File: src/rtl/alu_modul_if.sv
// Operand/result bundle for the execute-stage ALU.
// The master drives the operands and the function code. The slave returns the registered result and flags.
interface alu_modul_if #(
  parameter int WIDTH = 32
);
  logic [5:0]       Funct;
  logic [4:0]       Shamt;
  logic [WIDTH-1:0] Rs;
  logic [WIDTH-1:0] Rt;
  logic [WIDTH-1:0] Result;
  logic             carryOut;
  logic             Zero;
  logic             overFlow;

  modport master (
    output Funct, Shamt, Rs, Rt,
    input  Result, carryOut, Zero, overFlow
  );

  modport slave (
    input  Funct, Shamt, Rs, Rt,
    output Result, carryOut, Zero, overFlow
  );
endinterface

File: src/rtl/alu_modul.sv
// Registered MIPS-style R-type ALU. It has one cycle of latency and accepts a new operation every cycle.
// The result, carry, zero and overflow outputs all update together on the rising clock edge.
module alu_modul #(
  parameter int WIDTH = 32
) (
  input logic        clk,
  input logic        rst,
  alu_modul_if.slave bus
);
  localparam int MSB = WIDTH - 1;

  localparam logic [5:0] F_ADD  = 6'b100000;
  localparam logic [5:0] F_SUB  = 6'b100010;
  localparam logic [5:0] F_AND  = 6'b100100;
  localparam logic [5:0] F_OR   = 6'b100101;
  localparam logic [5:0] F_SLL  = 6'b000000;
  localparam logic [5:0] F_SRL  = 6'b000010;
  localparam logic [5:0] F_SRA  = 6'b000011;
  localparam logic [5:0] F_SLLV = 6'b000100;
  localparam logic [5:0] F_SLT  = 6'b101010;

  logic [WIDTH:0]   sum_add;
  logic [WIDTH:0]   sum_sub;
  logic             ovf_add;
  logic             ovf_sub;

  logic [WIDTH-1:0] result_next;
  logic             carry_next;
  logic             ovf_next;
  logic             zero_next;

  logic [WIDTH-1:0] result_reg;
  logic             carry_reg;
  logic             ovf_reg;
  logic             zero_reg;

  // sub and slt share the same adder path, computed as Rs + ~Rt + 1.
  assign sum_add = {1'b0, bus.Rs} + {1'b0, bus.Rt};
  assign sum_sub = {1'b0, bus.Rs} + {1'b0, ~bus.Rt} + {{WIDTH{1'b0}}, 1'b1};

  assign ovf_add = (bus.Rs[MSB] == bus.Rt[MSB]) && (sum_add[MSB] != bus.Rs[MSB]);
  assign ovf_sub = (bus.Rs[MSB] != bus.Rt[MSB]) && (sum_sub[MSB] != bus.Rs[MSB]);

  always_comb begin
    result_next = '0;
    carry_next  = 1'b0;
    ovf_next    = 1'b0;
    case (bus.Funct)
      F_ADD: begin
        result_next = sum_add[MSB:0];
        carry_next  = sum_add[WIDTH];
        ovf_next    = ovf_add;
      end
      F_SUB: begin
        result_next = sum_sub[MSB:0];
        carry_next  = sum_sub[WIDTH];
        ovf_next    = ovf_sub;
      end
      F_AND:  result_next = bus.Rs & bus.Rt;
      F_OR:   result_next = bus.Rs | bus.Rt;
      F_SLL:  result_next = bus.Rs << bus.Shamt;
      F_SRL:  result_next = bus.Rs >> bus.Shamt;
      F_SRA:  result_next = $unsigned($signed(bus.Rs) >>> bus.Shamt);
      F_SLLV: result_next = bus.Rs << bus.Rt[4:0];
      // The xor with the overflow bit keeps the sign test correct when the difference wraps.
      F_SLT:  result_next = {{(WIDTH-1){1'b0}}, sum_sub[MSB] ^ ovf_sub};
      default: result_next = '0;
    endcase
    zero_next = (result_next == '0);
  end

  always_ff @(posedge clk) begin
    if (rst) begin
      result_reg <= '0;
      carry_reg  <= 1'b0;
      ovf_reg    <= 1'b0;
      zero_reg   <= 1'b0;
    end else begin
      result_reg <= result_next;
      carry_reg  <= carry_next;
      ovf_reg    <= ovf_next;
      zero_reg   <= zero_next;
    end
  end

  assign bus.Result   = result_reg;
  assign bus.carryOut = carry_reg;
  assign bus.overFlow = ovf_reg;
  assign bus.Zero     = zero_reg;
endmodule

File: src/flat_wrapper.sv
// flat-port wrapper written by rule: the top's interface ports become plain ports
module alu_modul_flat 
#(
  parameter int WIDTH = 32
)
  (clk, rst, bus_Funct, bus_Shamt, bus_Rs, bus_Rt, bus_Result, bus_carryOut, bus_Zero, bus_overFlow);
  alu_modul_if #(.WIDTH(WIDTH)) bus_i ();
  input logic clk;
  input logic rst;
  input wire logic [$bits(bus_i.Funct)-1:0] bus_Funct;
  input wire logic [$bits(bus_i.Shamt)-1:0] bus_Shamt;
  input wire logic [$bits(bus_i.Rs)-1:0] bus_Rs;
  input wire logic [$bits(bus_i.Rt)-1:0] bus_Rt;
  output wire logic [$bits(bus_i.Result)-1:0] bus_Result;
  output wire logic [$bits(bus_i.carryOut)-1:0] bus_carryOut;
  output wire logic [$bits(bus_i.Zero)-1:0] bus_Zero;
  output wire logic [$bits(bus_i.overFlow)-1:0] bus_overFlow;
  assign bus_i.Funct = bus_Funct;
  assign bus_i.Shamt = bus_Shamt;
  assign bus_i.Rs = bus_Rs;
  assign bus_i.Rt = bus_Rt;
  assign bus_Result = bus_i.Result;
  assign bus_carryOut = bus_i.carryOut;
  assign bus_Zero = bus_i.Zero;
  assign bus_overFlow = bus_i.overFlow;
  alu_modul #(.WIDTH(WIDTH)) u_core (.clk(clk), .rst(rst), .bus(bus_i));
endmodule
File: config.mk
export PLATFORM = sky130hd
export DESIGN_NAME = alu_modul_flat
export DESIGN_NICKNAME = d
export VERILOG_FILES = /design/src/rtl/alu_modul_if.sv /design/src/rtl/alu_modul.sv /design/src/flat_wrapper.sv
export SDC_FILE = /design/constraint.sdc
export NUM_CORES = 1
export LEC_CHECK = 0
export ABC_AREA = 1
export ABC_CLOCK_PERIOD_IN_PS = 3700
export CAP_MARGIN = 20
export CORE_UTILIZATION = 42
export CTS_CLUSTER_DIAMETER = 60
export DETAILED_ROUTE_END_ITERATION = 6
export SYNTH_ARGS = -nofsm -noshare
export SYNTH_HDL_FRONTEND = slang
export SYNTH_SLANG_ARGS = --single-unit
File: constraint.sdc
create_clock -name clk -period 3.7 [get_ports clk]
set_clock_uncertainty 0.05 [all_clocks]
set_input_delay 0.74 -clock clk [delete_from_list [all_inputs] [get_ports clk]]
set_output_delay 0.74 -clock clk [all_outputs]
set_load 0.005 [all_outputs]
==> results of run 1 <==
## tightest hold or removal path, delay by kind of cell
kind	cells	cell delay, ns
buffers and inverters	4	0.48
AND/OR/NAND/NOR	3	0.22
AO/OA/AOI/OAI	1	0.10
## cell usage in the layout (no fill, tap or decap), types with 6 or more instances in the layout
cell	instances
sky130_fd_sc_hd__nand3_1	413
sky130_fd_sc_hd__a21oi_1	98
sky130_fd_sc_hd__nand2_2	27
sky130_fd_sc_hd__nor2_4	15
sky130_fd_sc_hd__nand4_1	37
sky130_fd_sc_hd__nand3_2	6
sky130_fd_sc_hd__o22ai_1	19
sky130_fd_sc_hd__o21ai_2	7
sky130_fd_sc_hd__nand2_1	634
sky130_fd_sc_hd__dlymetal6s2s_1	41
sky130_fd_sc_hd__clkbuf_2	10
sky130_fd_sc_hd__inv_1	178
sky130_fd_sc_hd__o21bai_1	11
sky130_fd_sc_hd__buf_6	7
sky130_fd_sc_hd__clkdlybuf4s50_1	53
sky130_fd_sc_hd__nand3b_1	7
sky130_fd_sc_hd__o21ai_1	7
sky130_fd_sc_hd__inv_2	58
sky130_fd_sc_hd__nor2_1	187
sky130_fd_sc_hd__ha_1	77
sky130_fd_sc_hd__nor2_2	14
sky130_fd_sc_hd__buf_12	14
sky130_fd_sc_hd__buf_4	442
sky130_fd_sc_hd__nor3_1	17
sky130_fd_sc_hd__ha_4	30
sky130_fd_sc_hd__a21oi_2	10
sky130_fd_sc_hd__dfxtp_1	35
sky130_fd_sc_hd__o21ai_0	66
sky130_fd_sc_hd__o211ai_1	22
## what timing repair did
item | CTS | global route
gates cloned | 0 | 0
buffers inserted | 11 | 17
setup endpoints to repair | 4 | 11
gates resized for setup | 91 | 186
pin swaps | 25 | 45
## kinds of logic (layout without fill, tap and decap cells)
logic type | after synthesis | in the layout
AO/OA/AOI/OAI | 263 | 263
XOR/XNOR | 1 | 1
AND/OR/NAND/NOR | 1374 | 1374
buffers and inverters | 337 | 825
adder cells (fa/ha/maj) | 114 | 114
flip-flops | 35 | 35
## worst min-delay path by stage
stage                            end  slack, ns  cells after the start                start
2_1_floorplan  u_core.bus.Result[28]       0.94                      3         bus_Funct[3]
3_3_place_gp            bus_overFlow       1.39                      1  u_core.bus.overFlow
3_5_place_dp            bus_carryOut       1.40                      1  u_core.bus.carryOut
4_1_cts         u_core.bus.Result[7]       1.26                      3                  rst
5_1_grt        u_core.bus.Result[26]       1.29                      3                  rst
6_report        u_core.bus.Result[7]       1.23                      8            bus_Rt[3]
## routing by layer
layer	wire length (um)	track usage
met2	25200	0.676
met3	6860	0.0735
met4	4880	0.275
met5	0	0
met1	24600	0.592
## through the flow
step           TNS (ns)  cells  hold slack (ns)  power (mW)
2_1_floorplan         0   2124            0.939        1.36
3_3_place_gp      -2.94   2906             1.39        2.30
3_5_place_dp      -3.36   2906             1.40        2.32
4_1_cts         -0.0548   2925             1.26        2.90
5_1_grt        -0.00161   2942             1.29        3.24
6_report              0   2942             1.23        3.07
## sequential cells by signal, summed over array words and instances, names as in the netlist
name and flops:
u_core.bus.overFlow 1, u_core.bus.carryOut 1, u_core.bus.Zero 1, u_core.bus.Result 32
## layout make-up
cell class                      count  area [um2]
Clock buffer                        5         125
Clock inverter                      3        43.8
Fill cell                        2401        8760
Inverter                          243         920
Multi-Input combinational cell   1752        9600
Sequential cell                    35         701
Tap cell                          330         413
Timing Repair Buffer              574        4840
## power by group through the flow
stage	clock network, mW	logic, mW	registers, mW
final	0.505	2.18	0.390
after CTS	0.508	2.00	0.390
after floorplan	0	0.955	0.400
after global routing	0.520	2.33	0.391
after global placement	0	1.90	0.398
after detailed placement	0	1.93	0.399
==> results by group, run 1 <==
Synthesis
  • Most instantiated cells after synthesis: sky130_fd_sc_hd__nand2_1 (656), sky130_fd_sc_hd__nand3_1 (416), sky130_fd_sc_hd__inv_1 (233)
  • Warnings, synthesis: 0
  • Cell area after technology mapping: 11000 um2
  • Most instantiated library cell after synthesis: sky130_fd_sc_hd__nand2_1
  • Largest cells by area after synthesis: sky130_fd_sc_hd__nand2_1 (22%), sky130_fd_sc_hd__nand3_1 (19%), sky130_fd_sc_hd__ha_1 (13%), sky130_fd_sc_hd__inv_1 (8.0%), sky130_fd_sc_hd__nor2_1 (7.2%)
  • Post-synthesis adder-cell area fraction: 0.132
  • Fraction of synthesized area in multiplexers: 0
  • Post-synthesis sequential area ratio: 0.0638
  • FF+latch count, synth: 35
  • Distinct cell type count of the synthesized netlist: 43
  • Post-Syn Instances: around 2100
  • Most area-hungry cell type in the Yosys netlist: sky130_fd_sc_hd__nand2_1
  • Post-Synthesis Net Count: roughly 2300
  • Dominant combinational cell family by area after synthesis: simple AND/OR/NAND/NOR gates
  • Compound-gate portion of the synthesized area: 0.138
  • Fraction of registers with async set/reset: 0
  • Flip-flop cell with the highest count after synthesis: sky130_fd_sc_hd__dfxtp_1
  • Post-synthesis area per instance: ~5.2 um2
  • EDFF count, synth: 0
  • Post-synthesis xor/xnor area fraction: 0.000798
  • Area share of the largest cell type after synthesis: 0.224
  • Basic-gate share of the synthesized area counting and, or, nand and nor cells: 0.540

Placement
  • Area post-placement: roughly 15000 um2
  • Post-Place Worst Slack: -0.581 ns
  • # port buffers: ~110
  • GP Congestion: ~1.1
  • Total half-perimeter wirelength after legalization and detailed placement: approximately 50000 um

Floorplan
  • Die Y: 164 um
  • Number of placed I/O pins: approximately 110
  • Die W: roughly 160 um
  • Die area: 26800 um2
  • Core Area: around 25000 um2
  • Site row count: 58
  • Initial core utilization: 0.432

Worst setup path
  • Type of the worst setup path: input pin to flop
  • Critical-path maximum fanout: 12
  • Crit path cell chain: clkdlybuf4s50_1 > buf_4 > inv_1 > nand2_1 > nor2_2 > nand3_2 > nand2_4 > buf_4 > nand2_1 > o21ai_1 > nand2_1 > nand3_1 > nand3_1 > a21oi_1 > nor2_1 > nor2_1 > nand2_1 > nor2_1 > nand2_1 > nor2_1
  • Instance count on the critical path: 20
  • Category of the worst setup path capture point: flop
  • Data arrival time of the worst path: about 3.7 ns
  • Worst setup path endpoint: u_core.bus.Zero
  • WP buf/inv: 4
  • Critical Path Slowest Stage Cell: sky130_fd_sc_hd__clkdlybuf4s50_1
  • Stage delay of the slowest cell on the critical path: 0.51 ns
  • Setup crit start: bus_Funct[3]
  • CP delay by family, top: simple AND/OR/NAND/NOR gates
  • Startpoint Class: input pin
  • Worst Path Required: 3.88 ns
  • Worst path most repeated cell: sky130_fd_sc_hd__nand2_1

Worst hold path
  • Class of the tightest hold or removal check: input pin to flop

Timing
  • Fmax: about 280 MHz
  • Pins Over Slew Limit: 0
  • Slew at the pin closest to its max-slew limit: approximately 0.73 ns
  • Shortest clock period the worst path allows after layout: ~3.5 ns
  • Final count of hold timing violations: 0
  • Share of the clock period used by the worst path after layout: 0.948
  • Total of endpoints with negative setup slack in the final report: 0
  • Headroom to the max-slew limit: 0.508
  • Final Worst Setup Slack: roughly 0.19 ns

GRT
  • First-pass GRT wire length: ~90000 um
  • Number of antenna violations at the first check in global routing: 0
  • Via count of the first global-routing pass: 15700
  • Total track usage: 0.448
  • Largest net degree at the start of global routing: 46
  • Total grt overflow: 0

Clocking
  • Clock input transition at the sequential cells of the worst setup and hold paths: roughly 0.060 ns
  • Clock tree root buffer cell: sky130_fd_sc_hd__clkbuf_16
  • Clock sink count: 35
  • CTS Hold Buffers Added: 0
  • Total clock buffers created by CTS: 5
  • H-tree depth reported by CTS: 2
  • Clock tree from TritonCTS: yes
  • Maximum clock path buffer count: 2

Layout
  • Signed area change from the synthesized netlist to the final layout: 51.5%
  • Final nets: ~2800
  • Number of antenna cells inserted: 0
  • Share of cells above drive strength 1: 0.258
  • Share of the core filled with cells in the final layout: 0.655
  • Final Instance Area: about 17000 um2

Routing
  • First-iteration detailed-routing DRC count: roughly 2500
  • Number of remaining DRC errors: 0
  • First-pass DRT Iterations: 6
  • Count of nets left with antenna violations after detail routing: 0
  • Per-cell via count in the routed design: around 5.8
  • Via count: 17100
  • Post-detailed-route wirelength per cell: around 21 um
  • Total Wirelength: 61500 um

Pwr
  • Int Pwr: between 1.5 and 2 mW
  • Total net switching power: about 1.5 mW
  • Worst vdd rail ir drop: between 0.15 and 0.2 mV
  • Part of the power in combinational logic: 0.709
  • Switching fraction of total power: 0.476
  • Relative contribution of the clock network to total power: 0.164
  • Part of the total power dissipated in sequential elements: 0.127
  • Power density over cell area: around 180 nW/um2
  • Leakage power: ~9 nW

Run
  • Max-cap check violation count: 0

Run status
  • Outcome: finished, final reports clean
No activity file was read; power rests on OpenSTA's default activity.
==> inputs of run 2 (changes only) <==
ABC_CLOCK_PERIOD_IN_PS = 3500   (was 3700)
GPL_TIMING_DRIVEN = 0   (was default)
clock period = 3.5 ns   (was 3.7 ns; I/O delays follow)
==> results by group, run 2 (synthesis gave the netlist of run 1 again) <==
Routing
  • Count of nets left with antenna violations after detail routing: 0
  • Via count: 16200
  • First-pass DRT Iterations: 7
  • Number of remaining DRC errors: 1
  • Per-cell via count in the routed design: around 6
  • Post-detailed-route wirelength per cell: between 20 and 25 um
  • Total Wirelength: approximately 62000 um
  • First-iteration detailed-routing DRC count: 2656

Pwr
  • Total net switching power: ~1.5 mW
  • Relative contribution of the clock network to total power: 0.159
  • Switching fraction of total power: 0.531
  • Final total power: approximately 2.9 mW
  • Power density over cell area: between 200 and 250 nW/um2
  • Leakage power: 7.14 nW
  • Worst vdd rail ir drop: around 0.24 mV
  • Part of the total power dissipated in sequential elements: 0.141
  • Part of the power in combinational logic: 0.699
  • Int Pwr: 1.37 mW

Floorplan
  • Die Y: between 150 and 200 um
  • Site row count: 58
  • Initial core utilization: 0.432
  • Core Area: 25400 um2
  • Number of placed I/O pins: approximately 110
  • Die area: 26800 um2
  • Die W: between 150 and 200 um

Timing
  • Fmax: between 200 and 300 MHz
  • Headroom to the max-slew limit: 0.395
  • Post-Route Setup TNS: -0.119 ns
  • Share of the clock period used by the worst path after layout: 1.03
  • Unrepaired setup endpoints after global routing: true
  • Shortest clock period the worst path allows after layout: 3.62 ns
  • Slew at the pin closest to its max-slew limit: ~0.91 ns
  • Final Worst Setup Slack: -0.119 ns
  • Final count of hold timing violations: 0
  • Total of endpoints with negative setup slack in the final report: 1
  • Pins Over Slew Limit: 0

Clocking
  • Maximum clock path buffer count: 2
  • Clock tree root buffer cell: sky130_fd_sc_hd__clkbuf_16
  • Total clock buffers created by CTS: 5
  • Clock sink count: 35
  • CTS Hold Buffers Added: 0
  • Clock tree from TritonCTS: yes
  • Clock input transition at the sequential cells of the worst setup and hold paths: around 0.070 ns
  • H-tree depth reported by CTS: 2

Worst hold path
  • Startpoint of the worst hold path: bus_Rt[4]
  • Class of the tightest hold or removal check: input pin to flop
  • Worst hold endpoint: u_core.bus.Result[18]
  • Count of cells along the worst hold path: 5

Placement
  • # port buffers: between 100 and 150
  • Post-Place Worst Slack: -1.80 ns
  • Number of cells in the design after placement: 2563
  • GP Congestion: 1.10
  • Total half-perimeter wirelength after legalization and detailed placement: 48700 um

Layout
  • Signed area change from the synthesized netlist to the final layout: 29.4%
  • Area of combinational cells with multiple inputs: just under 10000 um2
  • Share of cells above drive strength 1: 0.189
  • Commonest non-fill, non-tap cell in the layout: sky130_fd_sc_hd__nand2_1
  • Share of the core filled with cells in the final layout: 0.559
  • Final nets: 2500
  • Max reg flops: 32
  • Total area of sequential cells: ~700 um2
  • Leading cell types in the layout, fill and taps excluded: sky130_fd_sc_hd__nand2_1 (627), sky130_fd_sc_hd__nand3_1 (406), sky130_fd_sc_hd__nor2_1 (176)
  • Count of non-filler cells in the finished layout: between 2000 and 3000
  • Filler Cell Count: approximately 2700

Run
  • Max-cap check violation count: 0

Worst setup path
  • Stage delay of the slowest cell on the critical path: ~0.61 ns
  • Data arrival time of the worst path: between 3 and 4 ns
  • Worst Path Required: about 3.7 ns
  • Category of the worst setup path capture point: flop
  • Crit path cell chain: clkdlybuf4s50_1 > nor2_2 > nand2_1 > nor2_2 > nand2_1 > nor2_4 > nand2_2 > inv_2 > nor2_1 > o21ai_0 > a21oi_1 > nand4_1 > nor2_1 > nand2_1 > nor2_2 > nand2_1 > nor2_1
  • Worst path most repeated cell: sky130_fd_sc_hd__nand2_1
  • Type of the worst setup path: input pin to flop
  • Critical Path Slowest Stage Cell: sky130_fd_sc_hd__clkdlybuf4s50_1
  • Critical-path maximum fanout: 8
  • Startpoint Class: input pin

GRT
  • Via count of the first global-routing pass: 14400
  • Number of antenna violations at the first check in global routing: 3
  • Total track usage: 0.458
  • Total grt overflow: 0
  • Largest net degree at the start of global routing: 12
  • First-pass GRT wire length: roughly 90000 um

Run status
  • Failing checks: design-rule violations, negative setup slack
  • Outcome: complete, but fails checks
## run 2: cell count changes in the layout (fill, tap and decap cells not counted), sizes merged, moves of 2 or more
cell | previous run | this run
clkdlybuf4s15 | 5 | 1
clkdlybuf4s50 | 53 | 46
clkbuf | 15 | 35
buf | 463 | 189
dlymetal6s2s | 41 | 2
dlygate4sd2 | 2 | 4
## run 2: worst max-delay path by stage
stage | to | startpoint | cells after the start | slack [ns]
global route | u_core.bus.Zero | bus_Funct[1] | 19 | -0.08
detailed placement | u_core.bus.Zero | bus_Rs[10] | 28 | -1.80
CTS | u_core.bus.Zero | bus_Rt[18] | 26 | 0.0001
floorplan | u_core.bus.Zero | bus_Rs[15] | 20 | 0.15
global placement | u_core.bus.Zero | bus_Rs[10] | 28 | -1.79
finish | u_core.bus.Zero | bus_Funct[3] | 17 | -0.12
## run 2: timing repair
action,CTS,global route
hold endpoints to repair,0,0
setup buffers,54,33
pin swaps,75,55
endpoints found under the setup margin,29,7
gates cloned,0,0
resized for setup,554,103
## run 2: per-stage QoR
step	instance area, um2	hold slack [ns]
floorplan	11000	0.899
global placement	12500	1.35
detailed placement	12500	1.35
CTS	13800	0.895
global route	14200	0.930
finish	14200	0.914
## run 2: worst max-delay path: cells and delay by family
family          cells  cell delay, ns
simple gates       13            1.80
buf+inv             2            0.76
compound gates      2            0.52
## run 2: final cells by class
class                   instances  area share
repair buffers                196       0.119
multi-input cells            1752       0.691
plain buffers                  76      0.0316
flip-flops and latches         35      0.0493
well taps                     330      0.0291
clock buffers                   5     0.00881
diodes                          1    0.000176
clock inverters                 3     0.00106
inverters                     243      0.0703
## run 2: power by group through the flow
stage	clock (mW)	sequential [mW]	combinational, mW
global route	0.476	0.413	2.17
CTS	0.463	0.412	1.84
global placement	0	0.421	1.59
detailed placement	0	0.421	1.60
finish	0.464	0.412	2.04
floorplan	0	0.423	1.01
## run 2: routing by layer
| layer | routed length (um) | global-route usage | up-vias |
|---|---|---|---|
| met5 | 13 | 0 | - |
| met4 | 4390 | 0.268 | 2 |
| met3 | 8220 | 0.130 | 251 |
| met2 | 24400 | 0.646 | 1270 |
| met1 | 25100 | 0.615 | 7342 |
| li1 | - | - | 7367 |
